## config.mk

```make
export PLATFORM = sky130hd
export DESIGN_NAME = unrot_seq_flat
export DESIGN_NICKNAME = d
export VERILOG_FILES = /design/src/rtl/unrot_seq_if.sv /design/src/rtl/unrot_seq.sv /design/src/flat_wrapper.sv
export SDC_FILE = /design/constraint.sdc
export NUM_CORES = 1
export LEC_CHECK = 0
export CORE_MARGIN = 8
export CORE_UTILIZATION = 60
export DETAILED_ROUTE_END_ITERATION = 10
export PLACE_DENSITY = 0.95
export SYNTH_ARGS = -nofsm -noshare
export SYNTH_HDL_FRONTEND = slang
export SYNTH_SLANG_ARGS = --single-unit
```

## constraint.sdc

```tcl
create_clock -name clk -period 5 [get_ports clk]
set_input_delay 1.5 -clock clk [delete_from_list [all_inputs] [get_ports clk]]
set_output_delay 1.5 -clock clk [all_outputs]
set_load 0.01 [all_outputs]
```

## src/rtl/unrot_seq_if.sv

```systemverilog
// Handshake bundle for the sequential un-rotator: an input word with its
// rotation amount, the restored result, and a busy indicator.
interface unrot_seq_if #(
  parameter int N      = 32,
  parameter int log2_N = 5
);
  logic              in_valid;
  logic              in_ready;
  logic [0:N-1]      in_bits;
  logic [0:log2_N-1] in_k;
  logic              out_valid;
  logic              out_ready;
  logic [0:N-1]      out_bits;
  logic              busy;

  // Producer/consumer side (drives the word in, accepts the result).
  modport master (
    output in_valid, in_bits, in_k, out_ready,
    input  in_ready, out_valid, out_bits, busy
  );

  // Un-rotator side.
  modport slave (
    input  in_valid, in_bits, in_k, out_ready,
    output in_ready, out_valid, out_bits, busy
  );
endinterface

```

## src/rtl/unrot_seq.sv

```systemverilog
// Sequential inverse of the barrel rotator: a word rotated right by k is
// rotated left by k, one log2 stage per clock, largest shift first.
// Every word takes exactly log2_N RUN cycles regardless of k.
module unrot_seq #(
  parameter int N      = 32,
  parameter int log2_N = 5
) (
  input logic       clk,
  input logic       rst,
  unrot_seq_if.slave bus
);

  typedef enum logic [1:0] {
    IDLE,
    RUN,
    DONE
  } state_t;

  state_t            state_q;
  logic [0:N-1]      data_q;
  logic [0:log2_N-1] k_q;
  logic [log2_N-1:0] stage_q;

  logic [0:N-1]      rot_d;
  logic [log2_N-1:0] shift_amt;
  logic [log2_N-1:0] src_idx;
  logic              last_stage;

  // Candidate data for the current stage: data_q rotated left by N >> (s+1).
  always_comb begin
    rot_d     = '0;
    src_idx   = '0;
    shift_amt = log2_N'(N >> (32'(stage_q) + 1));
    for (int j = 0; j < N; j++) begin
      // Index addition wraps in log2_N bits, which is exactly mod N.
      src_idx  = log2_N'(j) + shift_amt;
      rot_d[j] = data_q[src_idx];
    end
  end

  assign last_stage = (stage_q == log2_N'(log2_N - 1));

  // Control FSM and datapath registers; reset wins over every other event.
  always_ff @(posedge clk) begin
    // NOTE: the data and amount registers are cleared too, so out_bits reads
    // 0 after reset and no unknown value can ever reach a later stage.
    if (rst) begin
      state_q <= IDLE;
      stage_q <= '0;
      data_q  <= '0;
      k_q     <= '0;
    end else begin
      // NOTE: non-blocking assignments keep every register update
      // simultaneous, so the order of statements below does not matter.
      unique case (state_q)
        IDLE: begin
          if (bus.in_valid) begin
            data_q  <= bus.in_bits;
            k_q     <= bus.in_k;
            stage_q <= '0;
            state_q <= RUN;
          end
        end
        RUN: begin
          if (k_q[stage_q]) begin
            data_q <= rot_d;
          end
          if (last_stage) begin
            state_q <= DONE;
          end else begin
            stage_q <= stage_q + 1'b1;
          end
        end
        DONE: begin
          if (bus.out_ready) begin
            stage_q <= '0;
            state_q <= IDLE;
          end
        end
        default: state_q <= IDLE;
      endcase
    end
  end

  assign bus.in_ready  = (state_q == IDLE) && !rst;
  assign bus.out_valid = (state_q == DONE);
  assign bus.busy      = (state_q == RUN) || (state_q == DONE);
  assign bus.out_bits  = data_q;

endmodule

```

## src/flat_wrapper.sv

```systemverilog
// flat-port wrapper written by rule: the top's interface ports become plain ports
module unrot_seq_flat 
#(
  parameter int N      = 32,
  parameter int log2_N = 5
)
  (clk, rst, bus_in_valid, bus_in_bits, bus_in_k, bus_out_ready, bus_in_ready, bus_out_valid, bus_out_bits, bus_busy);
  unrot_seq_if #(.N(N), .log2_N(log2_N)) bus_i ();
  input logic clk;
  input logic rst;
  input wire logic [$bits(bus_i.in_valid)-1:0] bus_in_valid;
  input wire logic [$bits(bus_i.in_bits)-1:0] bus_in_bits;
  input wire logic [$bits(bus_i.in_k)-1:0] bus_in_k;
  input wire logic [$bits(bus_i.out_ready)-1:0] bus_out_ready;
  output wire logic [$bits(bus_i.in_ready)-1:0] bus_in_ready;
  output wire logic [$bits(bus_i.out_valid)-1:0] bus_out_valid;
  output wire logic [$bits(bus_i.out_bits)-1:0] bus_out_bits;
  output wire logic [$bits(bus_i.busy)-1:0] bus_busy;
  assign bus_i.in_valid = bus_in_valid;
  assign bus_i.in_bits = bus_in_bits;
  assign bus_i.in_k = bus_in_k;
  assign bus_i.out_ready = bus_out_ready;
  assign bus_in_ready = bus_i.in_ready;
  assign bus_out_valid = bus_i.out_valid;
  assign bus_out_bits = bus_i.out_bits;
  assign bus_busy = bus_i.busy;
  unrot_seq #(.N(N), .log2_N(log2_N)) u_core (.clk(clk), .rst(rst), .bus(bus_i));
endmodule
```

==> flow_summary.html, run 1 <==
<table>
<tr><th>Metric</th><th>Value</th></tr>
<tr><th colspan="2">Floorplan</th></tr>
<tr><td>Die W</td><td>about 100 um</td></tr>
<tr><td>Die extent in y</td><td>between 100 and 150 um</td></tr>
<tr><td># IOs</td><td>76</td></tr>
<tr><td>Starting utilization of the core area</td><td>0.615</td></tr>
<tr><td>Row count</td><td>32</td></tr>
<tr><td>Placeable Area</td><td>roughly 7600 um2</td></tr>
<tr><td>DIE AREA</td><td>approximately 11000 um2</td></tr>
<tr><th colspan="2">Layout</th></tr>
<tr><td>Final antenna diode count</td><td>0</td></tr>
<tr><td>Multi-input gate area in the final layout</td><td>between 3000 and 4000 um2</td></tr>
<tr><td>Post-layout instance count excluding filler cells</td><td>about 750</td></tr>
<tr><td>Signed area change from the synthesized netlist to the final layout</td><td>18.6%</td></tr>
<tr><td>Final net count</td><td>between 700 and 800</td></tr>
<tr><td>Post-route design area</td><td>5580 um2</td></tr>
<tr><td>Fraction of layout cells with a size suffix above 1</td><td>0.0862</td></tr>
<tr><td>Count of fill cells added during filler insertion</td><td>about 600</td></tr>
<tr><td>Sequential Area</td><td>881 um2</td></tr>
<tr><td>Commonest non-fill, non-tap cell in the layout</td><td>sky130_fd_sc_hd__clkdlybuf4s50_1</td></tr>
<tr><td>Most used cells in the layout excluding fill and tap cells</td><td>75 x sky130_fd_sc_hd__clkdlybuf4s50_1, 71 x sky130_fd_sc_hd__nor2_1, 56 x sky130_fd_sc_hd__a21oi_1</td></tr>
<tr><th colspan="2">Placed design</th></tr>
<tr><td>Worst-case setup slack after placement</td><td>0.874 ns</td></tr>
<tr><td>HPWL Detailed</td><td>roughly 13 mm</td></tr>
<tr><td>Placed instance count</td><td>between 700 and 800</td></tr>
<tr><td>Post-place instance area</td><td>5470 um2</td></tr>
<tr><td>Number of I/O port buffers</td><td>75</td></tr>
<tr><td>Final Wtd Congestion</td><td>roughly 0.99</td></tr>
<tr><th colspan="2">Detailed routing</th></tr>
<tr><td>Total Routed Length</td><td>18.1 mm</td></tr>
<tr><td>Initial DRC count</td><td>a little over 600</td></tr>
<tr><td>Remaining routing DRC violations</td><td>1</td></tr>
<tr><td>Via-per-instance ratio</td><td>between 7 and 8</td></tr>
<tr><td>Detail Route Antenna Nets</td><td>0</td></tr>
<tr><td>Number of iterations in the first detailed-routing pass</td><td>8</td></tr>
<tr><td>WL per Instance</td><td>approximately 24 um</td></tr>
<tr><td>Total via count after detailed routing</td><td>between 5000 and 6000</td></tr>
<tr><th colspan="2">Timing</th></tr>
<tr><td>Transition time of the tightest slew-check pin</td><td>approximately 0.97 ns</td></tr>
<tr><td>Period utilisation layout</td><td>0.821</td></tr>
<tr><td>Period minus WS final</td><td>approximately 4 ns</td></tr>
<tr><td>Worst-case clock skew</td><td>around 0.027 ns</td></tr>
<tr><td>Max-slew violation count</td><td>0</td></tr>
<tr><td>Worst slew margin relative to its limit</td><td>0.348</td></tr>
<tr><td>RSZ-0062 raised after global routing</td><td>no</td></tr>
<tr><td>Setup tns final</td><td>0 ns</td></tr>
<tr><td>Finish-stage setup viols</td><td>0</td></tr>
<tr><td>Fin worst setup slack</td><td>0.895 ns</td></tr>
<tr><td>Final hold violation count</td><td>0</td></tr>
<tr><td>Max frequency</td><td>244 MHz</td></tr>
<tr><th colspan="2">CTS</th></tr>
<tr><td>Number of CTS-inserted buffers</td><td>5</td></tr>
<tr><td>Total clock sinks</td><td>between 40 and 50</td></tr>
<tr><td>Post-CTS repair timing setup buffer count</td><td>0</td></tr>
<tr><td>Root buffer selected by CTS</td><td>sky130_fd_sc_hd__clkbuf_8</td></tr>
<tr><td>Resized Gates After CTS</td><td>0</td></tr>
<tr><td>Clock slew at reported path FFs</td><td>~0.1 ns</td></tr>
<tr><td>Buffer depth of the longest clock path</td><td>2</td></tr>
<tr><td>Clock insertion delay at the later pin of the skew report</td><td>a little over 0.3 ns</td></tr>
<tr><td>Count of hold buffers inserted by post-cts repair</td><td>0</td></tr>
<tr><td>CTS tree</td><td>done</td></tr>
<tr><td>H-tree depth</td><td>2</td></tr>
<tr><th colspan="2">Critical path</th></tr>
<tr><td>Kind of end point of the critical path</td><td>output pin</td></tr>
<tr><td>Crit Path Max Fanout</td><td>2</td></tr>
<tr><td>Startpoint types</td><td>primary input</td></tr>
<tr><td>Data arrival time of the critical path</td><td>between 2 and 3 ns</td></tr>
<tr><td>Data required time of the worst path</td><td>around 3.5 ns</td></tr>
<tr><td>CP Class</td><td>in -&gt; out</td></tr>
<tr><th colspan="2">Job</th></tr>
<tr><td>Max capacitance violation total</td><td>0</td></tr>
<tr><th colspan="2">Synthesis</th></tr>
<tr><td>Synthesized cell area</td><td>4710 um2</td></tr>
<tr><td>Per-instance average area after synthesis</td><td>slightly below 8 um2</td></tr>
<tr><td>Number of synthesized register bits</td><td>between 40 and 50</td></tr>
<tr><td>Synthesis warning total</td><td>0</td></tr>
<tr><td>Number of flops mapped to enable cells by yosys</td><td>0</td></tr>
<tr><td>Asr flop ratio synth</td><td>0</td></tr>
<tr><td>Post-synth net total</td><td>approximately 660</td></tr>
<tr><td>Most used DFF post-synth</td><td>sky130_fd_sc_hd__dfxtp_1</td></tr>
<tr><td>Share of synthesized area occupied by flip-flops and latches</td><td>0.187</td></tr>
<tr><td>Gate count of the mapped netlist</td><td>slightly above 600</td></tr>
<tr><td>Post-synthesis cell type count</td><td>58</td></tr>
<tr><th colspan="2">Worst hold path</th></tr>
<tr><td>Hold crit path type</td><td>reg -&gt; reg</td></tr>
<tr><th colspan="2">Outcome</th></tr>
<tr><td>Result of the run</td><td>complete, but fails checks</td></tr>
<tr><td>Failing checks</td><td>design-rule violations</td></tr>
<tr><th colspan="2">Global route</th></tr>
<tr><td>Overflow after GRT</td><td>0</td></tr>
<tr><td>Maximum number of pins on one net before global-route repair</td><td>42</td></tr>
<tr><td>Global-route wire length before repair</td><td>28.3 mm</td></tr>
<tr><td>Initial antenna violation count</td><td>0</td></tr>
<tr><td>Via count of the first global-routing pass</td><td>5291</td></tr>
<tr><td>Global-route usage over all layers</td><td>0.321</td></tr>
<tr><th colspan="2">Pwr</th></tr>
<tr><td>Leakage power figure</td><td>2.14 nW</td></tr>
<tr><td>IR Drop Worst-Case VDD</td><td>slightly above 0.2 mV</td></tr>
<tr><td>PD cells</td><td>307 nW/um2</td></tr>
</table>
[final timing paths]
path	start	to	slack, ns	cells after the start
setup reg to reg	u_core.stage_q[2]	u_core.bus.out_bits[29]	1.10	10
setup / recovery	rst	bus_in_ready	0.89	3
hold / removal	u_core.k_q[4]	u_core.k_q[4]	0.46	2
hold reg to reg	u_core.k_q[4]	u_core.k_q[4]	0.46	2
[flip-flops by register name (all words and copies together), names as in the netlist]
| signal | count |
|---|---|
| u_core.bus.out_bits | 32 |
| u_core.k_q | 5 |
| u_core.state_q | 2 |
| u_core.stage_q | 5 |
[area by class of cell]
type                            instances  share of cell area
Multi-Input combinational cell        497               0.639
Sequential cell                        44               0.158
Clock buffer                            5              0.0123
Clock inverter                          3             0.00852
Inverter                               16              0.0112
Tap cell                              102              0.0229
Timing Repair Buffer                   85               0.148
[cell usage after synthesis (all sizes together), types with 4 or more instances]
master   instances  area (um2)
nor2            73         293
a21oi           57         289
o21ai           49         245
dfxtp           44         881
clkbuf          43         161
nor3            32         160
nand3           31         155
mux4            26         608
mux2i           23         230
nand2           23        86.3
a22oi           22         165
a211oi          21         158
ha              15         188
inv             14        55.1
nor4            12        81.3
and3             8        50.1
nor2b            8        50.1
a31oi            7        43.8
and4b            7        70.1
buf              7        45.0
a21boi           6        45.0
mux2             6        67.6
xnor2            6        67.6
a2bb2oi          5        43.8
a32oi            5        43.8
nand2b           5        31.3
or3              5        31.3
a21o             4        30.0
and2             4        25.0
o21a             4        30.0
xor2             4        35.0
[kinds of logic after synthesis]
family | after synthesis | share of synthesized area
adder cells (fa/ha/maj) | 15 | 0.0399
flip-flops | 44 | 0.187
AND/OR/NAND/NOR | 214 | 0.229
AO/OA/AOI/OAI | 203 | 0.273
multiplexers | 55 | 0.193
XOR/XNOR | 10 | 0.0218
buffers and inverters | 66 | 0.0572
[routing by layer]
layer	up-vias	part of all wire	wire length, um	global-route usage
met2	422	0.46	8280	0.536
met5	-	0	0	0
met1	2502	0.37	6690	0.384
li1	2409	-	-	-
met3	87	0.12	2140	0.0577
met4	0	0.055	993	0.173
[power by group]
part	switching, mW	internal, mW	total [mW]
Combinational	0.478	0.400	0.878
Sequential	0.138	0.408	0.546
Clock	0.140	0.151	0.291
[worst max-delay path, cell delays in order]
cell,delay [ns]
sky130_fd_sc_hd__clkdlybuf4s50_1,0.43
sky130_fd_sc_hd__nor2b_1,0.13
sky130_fd_sc_hd__clkdlybuf4s50_1,0.55
[through the flow]
step / total power, mW / hold WS [ns] / util
floorplan: 1.05 / 0.431 / -
global placement: 1.37 / 0.442 / 0.715
detailed placement: 1.40 / 0.449 / 0.715
CTS: 1.69 / 0.463 / 0.730
global route: 1.80 / 0.488 / 0.730
finish: 1.72 / 0.461 / 0.730
No activity file was read; power rests on OpenSTA's default activity.
==> run 2, diff against run 1 <==
--- a/config.mk
+++ b/config.mk
@@ -6,9 +6,9 @@
 export NUM_CORES = 1
 export LEC_CHECK = 0
 export CORE_MARGIN = 8
-export CORE_UTILIZATION = 60
+export CORE_UTILIZATION = 55
 export DETAILED_ROUTE_END_ITERATION = 10
-export PLACE_DENSITY = 0.95
+export PLACE_DENSITY = 0.91
 export SYNTH_ARGS = -nofsm -noshare
 export SYNTH_HDL_FRONTEND = slang
 export SYNTH_SLANG_ARGS = --single-unit
==> constraint.sdc (replaced) <==
create_clock -name clk -period 3.9 [get_ports clk]
set_input_delay 1.17 -clock clk [delete_from_list [all_inputs] [get_ports clk]]
set_output_delay 1.17 -clock clk [all_outputs]
set_load 0.01 [all_outputs]
==> run 2 against run 1 <==
Effect of this change:
- the run now ends clean
- final cell count increased by 1.3%
- setup slack lost 0.50 ns
- routed wire length grew 0.11%
- clock power rose by 23%
- die area grew 7.7%
- first-iteration DRC count rose by 11%
- total power rose by 29%
- flip-flop and latch count is the same
- core utilization down 4.9 points
- register-to-register slack worse by 0.70 ns
- critical endpoint is now u_core.bus.out_bits[18]
==> flow_summary.html, run 2 (same netlist as run 1, synthesis figures left out) <==
<table>
<tr><th>Metric</th><th>Value</th></tr>
<tr><th colspan="2">CTS</th></tr>
<tr><td>Clock insertion delay at the later pin of the skew report</td><td>0.31 ns (about the same)</td></tr>
<tr><td>Resized Gates After CTS</td><td>0 (unchanged)</td></tr>
<tr><td>H-tree depth</td><td>2 (unchanged)</td></tr>
<tr><td>Root buffer selected by CTS</td><td>sky130_fd_sc_hd__clkbuf_8 (unchanged)</td></tr>
<tr><td>Total clock sinks</td><td>44 (unchanged)</td></tr>
<tr><td>Buffer depth of the longest clock path</td><td>2 (unchanged)</td></tr>
<tr><td>CTS tree</td><td>done (unchanged)</td></tr>
<tr><td>Post-CTS repair timing setup buffer count</td><td>0 (unchanged)</td></tr>
<tr><td>Count of hold buffers inserted by post-cts repair</td><td>0 (unchanged)</td></tr>
<tr><td>Number of CTS-inserted buffers</td><td>5 (unchanged)</td></tr>
<tr><td>Clock slew at reported path FFs</td><td>0.09 ns (was 0.10 ns)</td></tr>
<tr><th colspan="2">Timing</th></tr>
<tr><td>Worst-case clock skew</td><td>0.00619 ns (was 0.0271 ns)</td></tr>
<tr><td>Transition time of the tightest slew-check pin</td><td>0.859 ns (was 0.973 ns)</td></tr>
<tr><td>Final hold violation count</td><td>0 (unchanged)</td></tr>
<tr><td>Setup tns final</td><td>0 ns (unchanged)</td></tr>
<tr><td>Finish-stage setup viols</td><td>0 (unchanged)</td></tr>
<tr><td>Fin worst setup slack</td><td>0.395 ns (was 0.895 ns)</td></tr>
<tr><td>Worst slew margin relative to its limit</td><td>0.428 (was 0.348)</td></tr>
<tr><td>Period minus WS final</td><td>approximately 3.5 ns</td></tr>
<tr><td>Max-slew violation count</td><td>0 (unchanged)</td></tr>
<tr><td>RSZ-0062 raised after global routing</td><td>no (unchanged)</td></tr>
<tr><td>Period utilisation layout</td><td>0.899</td></tr>
<tr><td>Max frequency</td><td>285 MHz</td></tr>
<tr><th colspan="2">Layout</th></tr>
<tr><td>Final antenna diode count</td><td>0 (unchanged)</td></tr>
<tr><td>Count of fill cells added during filler insertion</td><td>700 (was 603)</td></tr>
<tr><td>Largest register FFs</td><td>32 (unchanged)</td></tr>
<tr><td>Fraction of layout cells with a size suffix above 1</td><td>0.0928 (was 0.0862)</td></tr>
<tr><td>Most used cells in the layout excluding fill and tap cells</td><td>75 x sky130_fd_sc_hd__clkdlybuf4s50_1, 71 x sky130_fd_sc_hd__nor2_1, 56 x sky130_fd_sc_hd__a21oi_1 (unchanged)</td></tr>
<tr><td>Commonest non-fill, non-tap cell in the layout</td><td>sky130_fd_sc_hd__clkdlybuf4s50_1 (unchanged)</td></tr>
<tr><td>Signed area change from the synthesized netlist to the final layout</td><td>19.5% (was 18.6%)</td></tr>
<tr><td>Final net count</td><td>712 (was 705)</td></tr>
<tr><th colspan="2">Global route</th></tr>
<tr><td>Maximum number of pins on one net before global-route repair</td><td>42 (unchanged)</td></tr>
<tr><td>Via count of the first global-routing pass</td><td>5142 (was 5291)</td></tr>
<tr><td>Initial antenna violation count</td><td>0 (unchanged)</td></tr>
<tr><td>Overflow after GRT</td><td>0 (unchanged)</td></tr>
<tr><td>Global-route usage over all layers</td><td>0.306 (was 0.321)</td></tr>
<tr><td>Global-route wire length before repair</td><td>28.3 mm (about the same)</td></tr>
<tr><th colspan="2">Critical path</th></tr>
<tr><td>Worst setup slack for register-to-register paths</td><td>0.40 ns (was 1.10 ns)</td></tr>
<tr><td>Worst Reg2Reg Path Length in Cells</td><td>10 (unchanged)</td></tr>
<tr><td>Cell type of the slowest stage on the worst timing path</td><td>sky130_fd_sc_hd__dfxtp_1 (was sky130_fd_sc_hd__clkdlybuf4s50_1)</td></tr>
<tr><td>Startpoint types</td><td>flop (was primary input)</td></tr>
<tr><td>Largest stage delay on the critical path</td><td>0.63 ns (was 0.55 ns)</td></tr>
<tr><td>Crit path cell chain</td><td>nor2b_1 &gt; nand2_1 &gt; inv_1 &gt; ha_1 &gt; or3_1 &gt; and2_1 &gt; mux4_2 &gt; nor2_1 &gt; o21ai_0 &gt; a211oi_1 (was clkdlybuf4s50_1 &gt; nor2b_1 &gt; clkdlybuf4s50_1)</td></tr>
<tr><td>Source of the worst register-to-register timing path</td><td>u_core.stage_q[1] (was u_core.stage_q[2])</td></tr>
<tr><td>Sum of buffers and inverters on the critical path</td><td>1 (was 2)</td></tr>
<tr><td>Data arrival time of the critical path</td><td>3.68 ns (was 2.61 ns)</td></tr>
<tr><td>CP Class</td><td>reg -&gt; reg (was in -&gt; out)</td></tr>
<tr><td>Data required time of the worst path</td><td>4.08 ns (was 3.50 ns)</td></tr>
<tr><td>Kind of end point of the critical path</td><td>flop (was output pin)</td></tr>
<tr><td>Cell type group with the largest total delay on the critical path</td><td>simple AND/OR/NAND/NOR gates (was buffers and inverters)</td></tr>
<tr><td>Endpoint of the worst-slack reg-to-reg timing path</td><td>u_core.bus.out_bits[18] (was u_core.bus.out_bits[29])</td></tr>
<tr><td>Crit Path Max Fanout</td><td>14 (was 2)</td></tr>
<tr><th colspan="2">Pwr</th></tr>
<tr><td>Comb pwr share</td><td>0.518 (was 0.512)</td></tr>
<tr><td>Clock network power share</td><td>0.163 (was 0.170)</td></tr>
<tr><td>PD cells</td><td>393 nW/um2 (was 307 nW/um2)</td></tr>
<tr><td>Design internal power</td><td>1.23 mW (was 0.959 mW)</td></tr>
<tr><td>Net switching share of the total power</td><td>0.441 (about the same)</td></tr>
<tr><td>IR Drop Worst-Case VDD</td><td>0.244 mV (was 0.204 mV)</td></tr>
<tr><td>Part of the total power dissipated in sequential elements</td><td>0.320 (was 0.318)</td></tr>
<tr><td>Leakage power figure</td><td>2.17 nW (was 2.14 nW)</td></tr>
<tr><td>Net Sw Power</td><td>0.973 mW (was 0.756 mW)</td></tr>
<tr><th colspan="2">Detailed routing</th></tr>
<tr><td>Total via count after detailed routing</td><td>5487 (was 5420)</td></tr>
<tr><td>Via-per-instance ratio</td><td>7.20 (was 7.21)</td></tr>
<tr><td>Met2 wire length</td><td>8.23 mm (was 8.28 mm)</td></tr>
<tr><td>Detail Route Antenna Nets</td><td>0 (unchanged)</td></tr>
<tr><td>WL met1</td><td>6.63 mm (was 6.69 mm)</td></tr>
<tr><td>Initial DRC count</td><td>674 (was 608)</td></tr>
<tr><td>Top layer used by detailed routing</td><td>met4 (unchanged)</td></tr>
<tr><td>Number of iterations in the first detailed-routing pass</td><td>5 (was 8)</td></tr>
<tr><td>Total Routed Length</td><td>18.1 mm (about the same)</td></tr>
<tr><td>Sum of met3 wire segment lengths after detailed routing</td><td>2.27 mm (was 2.14 mm)</td></tr>
<tr><td>Remaining routing DRC violations</td><td>0 (was 1)</td></tr>
<tr><td>WL per Instance</td><td>23.8 um (was 24.1 um)</td></tr>
<tr><th colspan="2">Floorplan</th></tr>
<tr><td>Placeable Area</td><td>8260 um2 (was 7650 um2)</td></tr>
<tr><td>Die W</td><td>109 um (was 105 um)</td></tr>
<tr><td>Die extent in y</td><td>109 um (was 105 um)</td></tr>
<tr><td>DIE AREA</td><td>11800 um2 (was 10900 um2)</td></tr>
<tr><td># IOs</td><td>76 (unchanged)</td></tr>
<tr><td>Row count</td><td>33 (was 32)</td></tr>
<tr><td>Starting utilization of the core area</td><td>0.570 (was 0.615)</td></tr>
<tr><th colspan="2">Placed design</th></tr>
<tr><td>Worst-case setup slack after placement</td><td>0.461 ns (was 0.874 ns)</td></tr>
<tr><td>Number of I/O port buffers</td><td>75 (unchanged)</td></tr>
<tr><td>HPWL Detailed</td><td>13.2 mm (was 13.3 mm)</td></tr>
<tr><td>Final Wtd Congestion</td><td>1.03 (was 0.989)</td></tr>
<tr><th colspan="2">Worst hold path</th></tr>
<tr><td>Cells on Worst Hold Path</td><td>2 (unchanged)</td></tr>
<tr><td>Hold crit path type</td><td>reg -&gt; reg (unchanged)</td></tr>
<tr><td>End of the worst hold path</td><td>u_core.k_q[1] (was u_core.k_q[4])</td></tr>
<tr><td>Hold_sp</td><td>u_core.k_q[1] (was u_core.k_q[4])</td></tr>
<tr><th colspan="2">Outcome</th></tr>
<tr><td>Result of the run</td><td>finished, final reports clean (was complete, but fails checks)</td></tr>
<tr><th colspan="2">Job</th></tr>
<tr><td>Max capacitance violation total</td><td>0 (unchanged)</td></tr>
</table>
## run 2: worst max path at each step
| stage | slack [ns] | cells after the start | end | start |
|---|---|---|---|---|
| finish | 0.40 | 10 | u_core.bus.out_bits[18] | u_core.stage_q[1] |
| global route | 0.05 | 10 | u_core.bus.out_bits[18] | u_core.stage_q[1] |
| CTS | 0.44 | 3 | bus_in_ready | rst |
| detailed placement | 0.46 | 3 | bus_in_ready | rst |
| global placement | 0.47 | 3 | bus_in_ready | rst |
| floorplan | 0.42 | 12 | u_core.bus.out_bits[13] | u_core.stage_q[0] |
## run 2: final cells by class
cell class	count	area, um2	share of cell area
clock buffer	6	72.6	0.0129
clock inverter	2	35.0	0.00623
inverter	16	62.6	0.0111
multi-input combinational	497	3560	0.634
sequential	44	881	0.157
tap	105	131	0.0234
timing repair buffer	92	878	0.156
## run 2: metal layers
metal,track usage,vias up
met3,0.0809,107
li1,-,2406
met4,0.158,0
met1,0.374,2541
met2,0.485,433
met5,0,-
## run 2: worst min-delay path, stage by stage (launching register included)
cell	delay, ns
sky130_fd_sc_hd__dfxtp_1	0.32
sky130_fd_sc_hd__nand2_1	0.05
sky130_fd_sc_hd__a21oi_1	0.05
## run 2: power by group through the flow
stage                     clock network [mW]  registers [mW]  logic (mW)
after floorplan                            0           0.638       0.714
after global placement                     0           0.694        1.08
after detailed placement                   0           0.695        1.11
after CTS                              0.357           0.686        1.12
after global routing                   0.377           0.700        1.22
final                                  0.359           0.706        1.14
## run 2: stage by stage
step                power [mW]  cell area, um2  std cells  hold WS (ns)   util
global route              2.30            5630        762         0.499  0.681
floorplan                 1.35            4710        607         0.431      -
global placement          1.77            5520        754         0.441  0.668
CTS                       2.16            5630        762         0.463  0.681
detailed placement        1.81            5520        754         0.451  0.668
finish                    2.21            5630        762         0.462  0.681
==> RTL edit: new RTL, config.mk and constraints of run 2 <==
Re-encode `state_t` (3 states) as one-hot, 3 bits wide.
--- a/src/rtl/unrot_seq.sv
+++ b/src/rtl/unrot_seq.sv
@@ -12,6 +12,6 @@
 
-  typedef enum logic [1:0] {
-    IDLE,
-    RUN,
-    DONE
+  typedef enum logic [2:0] {
+    IDLE = 3'b001,
+    RUN  = 3'b010,
+    DONE = 3'b100
   } state_t;
Formal check against the unedited RTL: same outputs for any inputs over 4 cycles, from zero or initial values and one cycle with rst high; so few cycles prove little.
==> RTL edit against run 2 <==
Sequential cell count rose by 1; non-clock buffer count is 10 higher; clock skew is 11 ps higher; cell area shrank 1.2%; total power shrank 24%; critical endpoint is now bus_in_ready; area after synthesis decreased by 3.4%; setup slack lost 5.7 ps; highest routed layer unchanged; routed wire length is 0.61% higher; clock power increased by 7.2%; critical path type is now input pin to output pin.
==> RTL edit: results (changes against run 2) <==
- The maximum net fanout on the critical path is 2 (-12).
- The run finished with clean final reports.
- The delay of the slowest cell on the worst path is 560 ps (-70 ps).
- The post-placement cell area is 0.00544 mm^2 (-1.4%).
- The post-synthesis cell type count is 57 (-1.7%).
- The highest-delay cell along the critical path is sky130_fd_sc_hd__clkdlybuf4s50_1.
- The net count of the mapped netlist is 642 (-3.2%).
- The average via count per standard cell came to 7.11 (-1.3%).
- The number of inserted filler cells in the final layout is 678 (-3.1%).
- The total detailed-routing wirelength is 18200 um (+0.61%).
- The static leakage is 2.10 nW (-3.2%).
- The combined area of the multi-input logic cells is 0.00342 mm^2 (-4.2%).
- The placed wire-length estimate is 13700 um (+4.1%).
- Ranked by total cell area, the synthesized netlist is headed by sky130_fd_sc_hd__dfxtp_1 (20%), sky130_fd_sc_hd__mux4_2 (11%), sky130_fd_sc_hd__mux2i_1 (10%).
- The multiplexer share of the synthesized area is 22.8% (+3.5 points).
- The fraction of met1 tracks used by global routing came to 39.3% (+1.9 points).
- The largest net degree at the start of global routing was 45 (+7.1%).
- The minimum setup slack after placement is 394 ps (-67.0 ps).
- The number of global-route vias before repair is 5127 (-0.29%).
- The met2 routing resource usage after global routing was 52.1% (+3.6 points).
- The post-synthesis share of cell area spent on xor and xnor gates was 1.51% (-0.67 points).
- The weighted congestion at the end of routability-driven global placement came to 0.980 (-4.8%).
- The detailed router's first-iteration violation count is 549 (-19%).
- The cell family contributing the most delay on the critical path is buffers and inverters.
- The post-layout instance count excluding filler cells came to 754 (-1.0%).
==> RTL edit: cell types whose count changed after synthesis, moves of 7 or more <==
| cell | delta |
|---|---|
| sky130_fd_sc_hd__nand2_1 | +14 |
| sky130_fd_sc_hd__nor2b_1 | -7 |
| sky130_fd_sc_hd__mux2i_1 | +23 |
| sky130_fd_sc_hd__o22ai_1 | +9 |
| sky130_fd_sc_hd__a31oi_1 | +8 |
| sky130_fd_sc_hd__a211oi_1 | -15 |
| sky130_fd_sc_hd__a22oi_1 | -9 |
| sky130_fd_sc_hd__nor2_1 | -13 |
==> RTL edit: layer usage <==
metal,part of all wire [%],up-vias
li1,-,2370
met1,39,2584
met2,48,353
met3,9.9,53
met4,2.7,0
met5,0,-
==> RTL edit: path summary, 6_finish.rpt <==
kind / startpoint / to / slack [ps] / depth (start not counted)
setup / recovery: rst / bus_in_ready / 390 / 3
hold reg to reg: u_core.k_q[3] / u_core.k_q[3] / 470 / 2
hold / removal: u_core.k_q[3] / u_core.k_q[3] / 470 / 2
setup reg to reg: u_core.stage_q[4] / u_core.bus.out_bits[27] / 410 / 10
==> RTL edit: power groups by stage <==
| stage | clock (mW) | combinational (mW) | sequential [mW] |
|---|---|---|---|
| detailed placement | 0 | 0.659 | 0.631 |
| global route | 0.396 | 0.717 | 0.632 |
| floorplan | 0 | 0.381 | 0.595 |
| finish | 0.385 | 0.673 | 0.629 |
| CTS | 0.383 | 0.662 | 0.620 |
| global placement | 0 | 0.636 | 0.630 |
==> RTL edit: cell type report <==
class / count / share of cell area, %
multi-input cells: 483 / 61.5
repair buffers: 102 / 17.2
flip-flops and latches: 45 / 16.2
well taps: 105 / 2.36
clock buffers: 5 / 1.24
clock inverters: 3 / 0.788
inverters: 11 / 0.743
